`src/rtl/int_exec_unit.sv`:
```
// Integer execute stage: ALU ops and branch conditions from RISC-V funct3, valid/ready on both sides.
// Shifts are iterative (1 bit/cycle) unless BARREL_SHIFT_EN is defined, which makes them single-cycle.
module int_exec_unit #(
  parameter int XLEN = 32
) (
  input  logic            clk,
  input  logic            rst,
  input  logic            flush,
  input  logic            req_valid,
  output logic            req_ready,
  input  logic            req_is_br,
  input  logic [2:0]      req_funct3,
  input  logic            req_alt,
  input  logic [XLEN-1:0] req_a,
  input  logic [XLEN-1:0] req_b,
  output logic            rsp_valid,
  input  logic            rsp_ready,
  output logic [XLEN-1:0] rsp_result,
  output logic            rsp_taken,
  output logic            rsp_illegal,
  output logic [1:0]      dbg_state
);
  localparam int SHW = $clog2(XLEN);

  // Handshake: a request transfers on a cycle where req_valid && req_ready; a response
  // transfers on rsp_valid && rsp_ready, and rsp_* hold steady until then.
  typedef enum logic [1:0] {S_IDLE = 2'd0, S_SHIFT = 2'd1, S_DONE = 2'd2} state_t;

  state_t          state, state_nx;
  logic            accept;
  logic            start_shift;
  logic            shift_last;
  logic [XLEN-1:0] shift_value;
  logic [XLEN-1:0] comb_result;
  logic            comb_taken;
  logic            comb_illegal;
  logic [SHW-1:0]  shamt;

  assign shamt     = req_b[SHW-1:0];
  assign rsp_valid = (state == S_DONE);
  assign dbg_state = state;

  // Single-cycle datapath: everything except a non-zero iterative shift
  always_comb begin
    comb_result  = '0;
    comb_taken   = 1'b0;
    comb_illegal = 1'b0;
    start_shift  = 1'b0;
    if (req_is_br) begin
      case (req_funct3)
        3'b000:  comb_taken = (req_a == req_b);
        3'b001:  comb_taken = (req_a != req_b);
        3'b100:  comb_taken = ($signed(req_a) <  $signed(req_b));
        3'b101:  comb_taken = ($signed(req_a) >= $signed(req_b));
        3'b110:  comb_taken = (req_a <  req_b);
        3'b111:  comb_taken = (req_a >= req_b);
        default: comb_illegal = 1'b1;
      endcase
    end else begin
      case (req_funct3)
        3'b000: comb_result = req_alt ? (req_a - req_b) : (req_a + req_b);
`ifdef BARREL_SHIFT_EN
        3'b001: comb_result = req_a << shamt;
        3'b101: begin
          if (req_alt) comb_result = $signed(req_a) >>> shamt;
          else         comb_result = req_a >> shamt;
        end
`else
        3'b001, 3'b101: begin
          if (shamt == '0) comb_result = req_a;
          else             start_shift = 1'b1;
        end
`endif
        3'b010:  comb_result = {{(XLEN-1){1'b0}}, ($signed(req_a) < $signed(req_b))};
        3'b011:  comb_result = {{(XLEN-1){1'b0}}, (req_a < req_b)};
        3'b100:  comb_result = req_a ^ req_b;
        3'b110:  comb_result = req_a | req_b;
        default: comb_result = req_a & req_b;
      endcase
    end
  end

`ifdef BARREL_SHIFT_EN
  assign shift_last  = 1'b0;
  assign shift_value = '0;
`else
  logic [XLEN-1:0] acc;
  logic [SHW-1:0]  cnt;
  logic            sh_left;
  logic            sh_arith;

  assign shift_value = sh_left ? {acc[XLEN-2:0], 1'b0} : {sh_arith & acc[XLEN-1], acc[XLEN-1:1]};
  assign shift_last  = (state == S_SHIFT) && (cnt == SHW'(1));

  always_ff @(posedge clk) begin
    if (rst || flush) begin
      acc      <= '0;
      cnt      <= '0;
      sh_left  <= 1'b0;
      sh_arith <= 1'b0;
    end else if (accept && start_shift) begin
      acc      <= req_a;
      cnt      <= shamt;
      sh_left  <= (req_funct3 == 3'b001);
      sh_arith <= req_alt;
    end else if (state == S_SHIFT) begin
      acc <= shift_value;
      cnt <= cnt - SHW'(1);
    end
  end
`endif

  // Next state; DONE with rsp_ready behaves like IDLE so back-to-back ops need no bubble
  always_comb begin
    state_nx  = state;
    req_ready = !flush && ((state == S_IDLE) || ((state == S_DONE) && rsp_ready));
    accept    = req_valid && req_ready;
    case (state)
      S_IDLE:  state_nx = S_IDLE;
      S_SHIFT: if (shift_last) state_nx = S_DONE;
      S_DONE:  if (rsp_ready) state_nx = S_IDLE;
      default: state_nx = S_IDLE;
    endcase
    if (accept) state_nx = start_shift ? S_SHIFT : S_DONE;
    if (flush)  state_nx = S_IDLE;
  end

  always_ff @(posedge clk) begin
    if (rst) begin
      state       <= S_IDLE;
      rsp_result  <= '0;
      rsp_taken   <= 1'b0;
      rsp_illegal <= 1'b0;
    end else begin
      state <= state_nx;
      if (accept && !start_shift) begin
        rsp_result  <= comb_result;
        rsp_taken   <= comb_taken;
        rsp_illegal <= comb_illegal;
      end else if (shift_last && !flush) begin
        rsp_result  <= shift_value;
        rsp_taken   <= 1'b0;
        rsp_illegal <= 1'b0;
      end
    end
  end
endmodule
```
`config.mk`:
```
export PLATFORM = sky130hd
export DESIGN_NAME = int_exec_unit
export DESIGN_NICKNAME = d
export VERILOG_FILES = /design/src/rtl/int_exec_unit.sv
export SDC_FILE = /design/constraint.sdc
export NUM_CORES = 1
export LEC_CHECK = 0
export ABC_AREA = 0
export CAP_MARGIN = 20
export CORE_ASPECT_RATIO = 1.5
export CORE_UTILIZATION = 53
export DETAILED_ROUTE_END_ITERATION = 16
export PLACE_DENSITY = 0.77
export SYNTH_ARGS = -nofsm -noshare
export SYNTH_HDL_FRONTEND = slang
export SYNTH_SLANG_ARGS = --single-unit
export TNS_END_PERCENT = 100
```
`constraint.sdc`:
```
create_clock -name clk -period 3.93 [get_ports clk]
set_input_delay 0.393 -clock clk [delete_from_list [all_inputs] [get_ports clk]]
set_output_delay 0.393 -clock clk [all_outputs]
set_load 0.1 [all_outputs]
```
==> results of run 1 <==
[through the flow]
stage	hold slack, ps	utilization	instances	total power (W)	setup WS [ps]
after global routing	508.8	0.6459	1608	0.003139	317.2
after global placement	456.1	0.6266	1592	0.002034	173.7
after CTS	481.2	0.6459	1608	0.003002	571.0
after floorplan	449.1	-	1311	0.001629	198.9
after detailed placement	471.8	0.6266	1592	0.002036	219.2
final	482.2	0.6461	1609	0.003018	537.8
[sequential cells by signal, summed over array words and instances, names as in the netlist]
register / cells
sh_left: 1
sh_arith: 1
acc: 32
rsp_taken: 1
dbg_state: 2
rsp_result: 32
rsp_illegal: 1
cnt: 5
[layer usage]
metal  GRT usage  wire (microns)  up-vias
met2      0.6988           17500      563
met5           0               0        -
met4      0.2611            2126        0
li1            -               -     4900
met1      0.4868           13780     5025
met3     0.09189            2918      159
[synthesized netlist by cell type (all sizes together) (4+ instances only)]
| library cell | instances | area share |
|---|---|---|
| a2111oi | 5 | 0.0090 |
| a211o | 5 | 0.0048 |
| a211oi | 62 | 0.052 |
| a21o | 13 | 0.011 |
| a21oi | 199 | 0.11 |
| a221oi | 9 | 0.0094 |
| a22oi | 26 | 0.022 |
| a31oi | 12 | 0.010 |
| buf | 18 | 0.010 |
| clkbuf | 78 | 0.032 |
| dfxtp | 75 | 0.17 |
| ha | 98 | 0.14 |
| inv | 102 | 0.042 |
| mux2i | 34 | 0.038 |
| nand2 | 45 | 0.019 |
| nand3 | 17 | 0.0094 |
| nand4 | 14 | 0.0097 |
| nor2 | 185 | 0.077 |
| nor2b | 14 | 0.0097 |
| nor3 | 65 | 0.036 |
| nor3b | 5 | 0.0042 |
| nor4 | 13 | 0.0090 |
| o211ai | 6 | 0.0050 |
| o21a | 6 | 0.0050 |
| o21ai | 65 | 0.036 |
| o21bai | 12 | 0.010 |
| o221a | 4 | 0.0050 |
| o221ai | 5 | 0.0048 |
| o22ai | 11 | 0.0076 |
| o31ai | 16 | 0.014 |
| or2 | 8 | 0.0055 |
| or3 | 11 | 0.0082 |
| or4 | 4 | 0.0037 |
| xnor2 | 22 | 0.021 |
[how the worst min path moves through the flow]
stage                                    end  slack [ps]  cells after the start
floorplan              sh_arith$_SDFFE_PP0P_         450                      2
global placement    rsp_illegal$_SDFFE_PP0P_         460                      2
detailed placement  rsp_illegal$_SDFFE_PP0P_         470                      2
CTS                 rsp_illegal$_SDFFE_PP0P_         480                      2
global route           sh_arith$_SDFFE_PP0P_         510                      2
finish              rsp_illegal$_SDFFE_PP0P_         480                      2
[area by class of cell]
class                   instances  area, sq um
multi-input cells            1038         6802
clock buffers                   9        225.2
flip-flops and latches         75         1503
well taps                     210        262.8
clock inverters                 7        98.84
inverters                     102        382.9
diodes                          1        2.502
repair buffers                167         1554
fillers                      1580         5933
[critical path: stages]
cell and delay, ps:
clkdlybuf4s50_1 560, inv_1 130, ha_1 350, a211oi_1 250, o21ai_1 180, a31oi_1 370, o221ai_1 230, a2111oi_0 470
a211oi_1 130, xnor2_1 180, a211oi_1 300, nor3_1 80
[power by group through the flow]
| stage | clock network, W | logic, W | registers (W) |
|---|---|---|---|
| 4_1_cts | 0.000976 | 0.00122 | 0.000805 |
| 2_1_floorplan | 0 | 0.000651 | 0.000978 |
| 3_3_place_gp | 0 | 0.00121 | 0.000822 |
| 6_report | 0.000966 | 0.00125 | 0.000806 |
| 3_5_place_dp | 0 | 0.00121 | 0.000822 |
| 5_1_grt | 0.000993 | 0.00134 | 0.000807 |
[logic make-up (layout without fill, tap and decap cells)]
family,count (synthesis),count (layout),share of synthesized area
DFF,75,75,0.1661
and+or+nand+nor,394,394,0.2014
AOI/OAI and AO/OA,482,482,0.3420
adders and majority gates,100,100,0.1401
muxes,37,37,0.04138
other,0,1,0
xor gates and xnor gates,25,25,0.02422
buffers and inverters,198,285,0.08497
==> run_results.csv, run 1 <==
group,metric,value,unit
final_layout,mostFrequentLayoutCell,"a21oi_1",
run,drv_cap,0,
floorplan,die_h,162.0,microns
clocking,cts.sinks,75,
yosys,synth_edf_count,0,
routing,ant_nets,0,
grt,grt_max_degree,72,
setup_path,cp_max_fo,5,
routing,drt-total-wl,36320,microns
setup_path,r2r_slack,1010,ps
clocking,cts_tree,"built",
clocking,htreeDepth,3,
timing,fmax,294.8,MHz
setup_path,reg2reg_from,"dbg_state[1]$_SDFFE_PP0P_",
routing,avgRoutedWirePerCell,22.58,microns
floorplan,initial_core_util,0.5393,
grt,antenna_found_initial,1,
routing,drcViolationCount,4,
routing,route.vias.total,10650,
place,port_buffers,111,
final_layout,drive_gt1_frac,0.07797,
setup_path,critPathLaunchType,"input pin",
yosys,synthFlopType,"dfxtp_1",
setup_path,rr_worst_depth,8,
routing,first_iter_violations,1050,
setup_path,crit_start,"req_b[1]",
clocking,post_cts_buffers,0,
setup_path,r2r-end,"rsp_result[18]$_SDFFE_PP0P_",
place,gp_congestion,1.005,
clocking,cts_max_path_buffers,2,
status,failed_checks,"design-rule violations",
grt,grt_pass1_wl,56570,microns
floorplan,io_pins,112,
clocking,ctsResizeCount,0,
timing,final-setup-viol-count,0,
setup_path,arrival,3620,ps
routing,dr.pass1.iters,11,
yosys,ys_ff_latch,75,
clocking,cts_hold_buf,0,
pwr,p_int,0.001782,W
floorplan,die_x,108.6,microns
timing,tns,0,ps
status,outcome,"finished, violations left",
pwr,p_leak,4.250,nW
clocking,cts_root_buffer,"clkbuf_16",
yosys,syn_area,9041,sq um
setup_path,worst-setup-path-type,"in2reg",
floorplan,die_area,17600,sq um
min_path,hold_class,"reg2reg",
grt,grt_overflow,0,
timing,worst_pin_slew,1077,ps
floorplan,core-area,16760,sq um
yosys,synth-seq-area-share,0.1661,
yosys,synth.avg_cell_area,6.896,sq um
pwr,ir_drop,0.0002381,V
timing,slew_headroom,0.2813,
setup_path,setup.worst_path.end,"rsp_result[17]$_SDFFE_PP0P_",
timing,finalHoldViolations,0,
clocking,path_clk_slew,70,ps
grt,grt_pass1_vias,10400,
routing,viasPerCell,6.617,
place,dpl-instance-area,10500,sq um
floorplan,rows,58,
pwr,pwr-share-seq,0.267,
pwr,p_sw,0.001237,W
pwr,p_clk_frac,0.320,
place,dp_hpwl,26830,microns
timing,maxSlewViolCount,0,
yosys,async_flop_share,0,
min_path,min-delay-start,"rsp_illegal$_SDFFE_PP0P_",
timing,timing.final.crit_share,0.8632,
final_layout,finish.net_count,1567,
setup_path,cp.required,4160,ps
final_layout,final_cell_area,10830,sq um
final_layout,layout_common_cells,"a21oi_1, nor2_1, clkdlybuf4s50_1",
yosys,netlist_instances,1311,
timing,skew,10.59,ps
pwr,p_per_area,278.7,nW/um^2
yosys,syn-num-nets,1485,
timing,rsz0062_at_grt,"false",
setup_path,cp-end-kind,"flop",
final_layout,syn2layout_area_growth,19.79,%
yosys,ys_types,76,
pwr,netSwitchingFraction,0.4098,
pwr,power_frac_comb,0.413,
clocking,cts-buffers-inserted,9,
yosys,yosys_warnings,0,
grt,grt_use_total,0.4219,
timing,post-route-min-period,3392,ps
clocking,clk_latency,360,ps
Note: power is estimated with default switching activity, not from simulation.
==> inputs of run 2 (changes only) <==
Settings changed: MAX_ROUTING_LAYER from default to met4.
==> run 2 against run 1 <==
  * The flow still finishes with violations (design-rule violations)
  * Worst setup slack worse by 79 ps
  * Register-to-register slack improved by 270 ps
  * Sequential power barely moved
  * Core utilization increased by 0.61 points
  * Worst hold slack got worse by 15 ps
  * Cell area up 0.95%
  * Largest power group unchanged
==> run_results.csv, run 2 (same netlist as run 1, synthesis figures left out) <==
group,metric,value,unit
routing,ant_nets,0,
timing,maxSlewViolCount,0,
final_layout,drive_gt1_frac,0.08387,
floorplan,io_pins,112,
place,dp_hpwl,27060,microns
grt,grt_overflow,0,
grt,grt_use_total,0.4302,
timing,final-setup-viol-count,0,
status,outcome,"finished, violations left",
final_layout,finish.net_count,1576,
timing,finalHoldViolations,0,
timing,setup_ws,459.0,ps
setup_path,timing.critical_path.slowest_stage_cell,"clkdlybuf4s50_1",
floorplan,die_x,108.6,microns
place,gp_congestion,1.012,
clocking,cts-buffers-inserted,9,
status,failed_checks,"design-rule violations",
floorplan,core-area,16760,sq um
clocking,post_cts_buffers,0,
routing,avgRoutedWirePerCell,22.65,microns
place,port_buffers,111,
routing,wl_met3,2706,microns
grt,antenna_found_initial,0,
final_layout,n_antenna_cell,0,
clocking,htreeDepth,3,
floorplan,die_h,162.0,microns
grt,grt_pass1_vias,10320,
setup_path,critPathBufInv,3,
routing,wl_met2,18050,microns
clocking,path_clk_slew,70,ps
clocking,cts_tree,"built",
final_layout,syn2layout_area_growth,20.92,%
setup_path,cp.required,4180,ps
timing,skew,7.224,ps
timing,timing.final.crit_share,0.8832,
grt,grt_pass1_wl,56220,microns
setup_path,cp-end-kind,"flop",
setup_path,cp_max_fo,3,
min_path,hold_class,"reg2reg",
pwr,p_per_area,282.3,nW/um^2
final_layout,mostFrequentLayoutCell,"a21oi_1",
timing,tns,0,ps
place,post-place-ws,190.4,ps
setup_path,max_stage_delay,460,ps
final_layout,multi_input_area,6802,sq um
pwr,ir_drop,0.0001841,V
final_layout,num-fill-cells,1536,
timing,post-route-min-period,3471,ps
timing,whs,467.2,ps
routing,drcViolationCount,2,
timing,fmax,288.1,MHz
final_layout,layout_common_cells,"a21oi_1, nor2_1, clkdlybuf4s50_1",
final_layout,final_core_util,0.6522,
clocking,ctsResizeCount,0,
clocking,cts_hold_buf,0,
routing,route.vias.total,10580,
timing,slew_headroom,0.2494,
pwr,p_leak,4.308,nW
setup_path,path_cells,"clkdlybuf4s50_1 -> inv_1 -> ha_1 -> inv_1 -> fa_1 -> nor2b_1 -> o21ai_1 -> a21oi_2 -> o311ai_1 -> and3_1 -> nor3_1 -> a221oi_1 -> nor3_1 -> a211o_1",
timing,rsz0062_at_grt,"false",
routing,wl_met1,14030,microns
timing,worst_pin_slew,1126,ps
clocking,cts_max_path_buffers,2,
floorplan,die_area,17600,sq um
clocking,cts_root_buffer,"clkbuf_16",
grt,grt_max_degree,72,
setup_path,critPathLaunchType,"input pin",
final_layout,regArea,1503,sq um
routing,first_iter_violations,1065,
routing,drt-total-wl,36630,microns
routing,dr.pass1.iters,11,
run,drv_cap,0,
setup_path,cpLargestDelayFamily,"compound AO/OA/AOI/OAI gates",
clocking,cts.sinks,75,
routing,highest_layer,"met4",
routing,viasPerCell,6.540,
setup_path,arrival,3720,ps
setup_path,worst-setup-path-type,"in2reg",
floorplan,initial_core_util,0.5393,
floorplan,rows,58,
clocking,clk_latency,360,ps
final_layout,largestRegisters,"acc x32, rsp_result x32, cnt x5",
run 2: cell count changes in the layout (fill, tap and decap cells not counted):
cell / previous run / this run
buf_12: 2 / 3
buf_4: 55 / 63
bufinv_16: 2 / 3
clkinv_2: 1 / 0
diode_2: 1 / 0
run 2: where the power goes:
| part | switching [W] | internal [W] | leakage, nW |
|---|---|---|---|
| combinational | 0.000819 | 0.000442 | 3.53 |
| sequential | 0.0000195 | 0.000786 | 0.610 |
| clock | 0.000393 | 0.000627 | 0.167 |
| total | 0.00123 | 0.00185 | 4.31 |
run 2: path summary, 6_finish.rpt:
path	startpoint	end	slack, ps	cells after the start
max	req_a[0]	rsp_result[30]$_SDFFE_PP0P_	460	14
min	rsp_illegal$_SDFFE_PP0P_	rsp_illegal$_SDFFE_PP0P_	470	2
max reg2reg	dbg_state[1]$_SDFFE_PP0P_	rsp_result[18]$_SDFFE_PP0P_	1280	9
min reg2reg	rsp_illegal$_SDFFE_PP0P_	rsp_illegal$_SDFFE_PP0P_	470	2
run 2: cell type report:
cell class	instances	area share
sequential	75	0.1374
multi-input combinational	1038	0.6221
clock inverter	7	0.01133
timing repair buffer	176	0.1495
tap	210	0.02403
clock buffer	9	0.02060
inverter	102	0.03502
run 2: through the flow:
step | instance area (sq um) | total power (W) | cells
after floorplan | 9046 | 0.001629 | 1311
after global routing | 10930 | 0.003204 | 1617
final | 10930 | 0.003086 | 1617
after global placement | 10580 | 0.002046 | 1601
after detailed placement | 10580 | 0.002047 | 1601
after CTS | 10930 | 0.003066 | 1617
run 2: worst min-delay path, cell delays in order (launching register included):
cell     delay, ps
dfxtp_1        310
nand3_1         60
a21oi_1         50
run 2: metal layers:
layer  up-vias  GRT usage
li1       4914          -
met1      4961     0.4855
met2       564     0.7158
met3       136    0.07223
met4         0     0.2303
met5         -          -
==> variant (flow settings as in run 1) <==
Register the output `dbg_state` once more, cleared by the reset; this adds one clock of latency there. The other outputs are not delayed to match.
--- a/src/rtl/int_exec_unit.sv
+++ b/src/rtl/int_exec_unit.sv
@@ -40,3 +40,9 @@
   assign rsp_valid = (state == S_DONE);
-  assign dbg_state = state;
+  always_ff @(posedge clk) begin
+    if (rst) begin
+      dbg_state <= '0;
+    end else begin
+      dbg_state <= state;
+    end
+  end
 
Function: changed (Yosys sat finds a counterexample within 4 cycles, from zero or initial values and one cycle with rst high).
==> variant against run 1 <==
  * Setup slack worse by 160 ps
  * Final area is 0.49% lower
  * Sequential cell count is 2 higher
  * Area after synthesis hardly changed
  * Sequential power is 2% higher
  * Critical path depth stayed put
  * Power is 1.6% lower
  * Clock skew is 3.9 ps higher
  * Non-clock buffer count stayed put
  * Utilization hardly changed
  * Combinational power hardly changed
  * Largest power group unchanged
  * Wire length is 7.9% lower
  * Largest cell class unchanged
==> variant: results (changes against run 1) <==
| Metric | Value |
|---|---|
| Sequential share of the synthesized area | `17.1% (+0.45 points)` |
| Post-synthesis mux area share | `3.68% (-0.45 points)` |
| Top post-synthesis cells by count | `a21oi_1, nor2_1, ha_1` |
| Crit path max fanout | `12 (+7)` |
| Final nets | `1559 (-0.51%)` |
| Status | `finished, final reports clean` |
| Vias in the first global route | `9945 (-4.3%)` |
| Top post-synthesis cells by area | `dfxtp_1, ha_1, a21oi_1` |
| Share of cells above drive strength 1 | `7.70% (-0.099 points)` |
| Final hold slack | `475 ps (-7.60 ps)` |
| Worst reg2reg path endpoint | `rsp_result[25]` |
| Synth Net Count | `1476 (-0.61%)` |
| Routability cong. | `0.982 (-2.3%)` |
| RR Startpoint | `state[1]` |
| Post-synthesis compound-gate area fraction | `34.5% (+0.30 points)` |
| Maximum vdd drop | `0.277 mV (+16%)` |
| Total routing usage reported by global routing | `38.4% (-3.8 points)` |
| Largest net degree at the start of global routing | `68 (-5.6%)` |
| # diodes | `0 (-1)` |
| Dpl hpwl | `25.1 mm (-6.3%)` |
| Area of placed instances | `10500 um^2 (-0.27%)` |
| Via count | `10309 (-3.2%)` |
| Met1 wire length | `13.1 mm (-5.1%)` |
| Initial antenna violation count | `0 (-1)` |
| Worst Skew | `14.5 ps (+3.91 ps)` |
## variant: cell type report
class / count / share of cell area, %
multi-input combinational: 1028 / 62.7
sequential: 77 / 14.3
timing repair buffer: 167 / 14.1
inverter: 102 / 3.55
tap: 210 / 2.44
clock buffer: 11 / 2.25
clock inverter: 5 / 0.557
## variant: per-stage QoR
| stage | cells | setup WS [ps] | util [%] |
|---|---|---|---|
| floorplan | 1302 | 689 | - |
| global placement | 1584 | 180 | 62.8 |
| detailed placement | 1584 | 85.9 | 62.8 |
| CTS | 1600 | 443 | 64.6 |
| global route | 1600 | 139 | 64.6 |
| finish | 1600 | 380 | 64.6 |
## variant: worst max path at each step
stage | to | slack (ps)
floorplan | acc[1] | 690
global placement | rsp_taken | 180
detailed placement | rsp_taken | 90
CTS | rsp_taken | 440
global route | rsp_taken | 140
finish | rsp_taken | 380
## variant: metal layers
layer / vias to the layer above / global-route usage (%)
li1: 4854 / -
met1: 4871 / 45.2
met4: 0 / 18.7
met2: 472 / 65.8
met3: 112 / 7.38
met5: - / 0
## variant: kinds of logic (layout without fill, tap and decap cells)
family	Yosys count	count (layout)
AOI/OAI and AO/OA	482	482
muxes	33	33
buffers and inverters	197	285
adders and majority gates	100	100
DFF	77	77
and+or+nand+nor	383	383
xor gates and xnor gates	30	30
## variant: power breakdown
group          total (mW)  internal, mW  switching [mW]
sequential          0.823         0.806          0.0175
clock               0.897         0.512           0.385
combinational        1.25         0.442           0.810
## variant: critical path, stage by stage
cell and delay, ps:
clkdlybuf4s50_1 570, inv_1 70, ha_1 460, nor4_1 760, nand3b_1 250, nor4_1 280, nand4_1 210, mux2i_1 170
a21oi_1 130, and3b_1 190, o211ai_1 180, o211ai_1 120
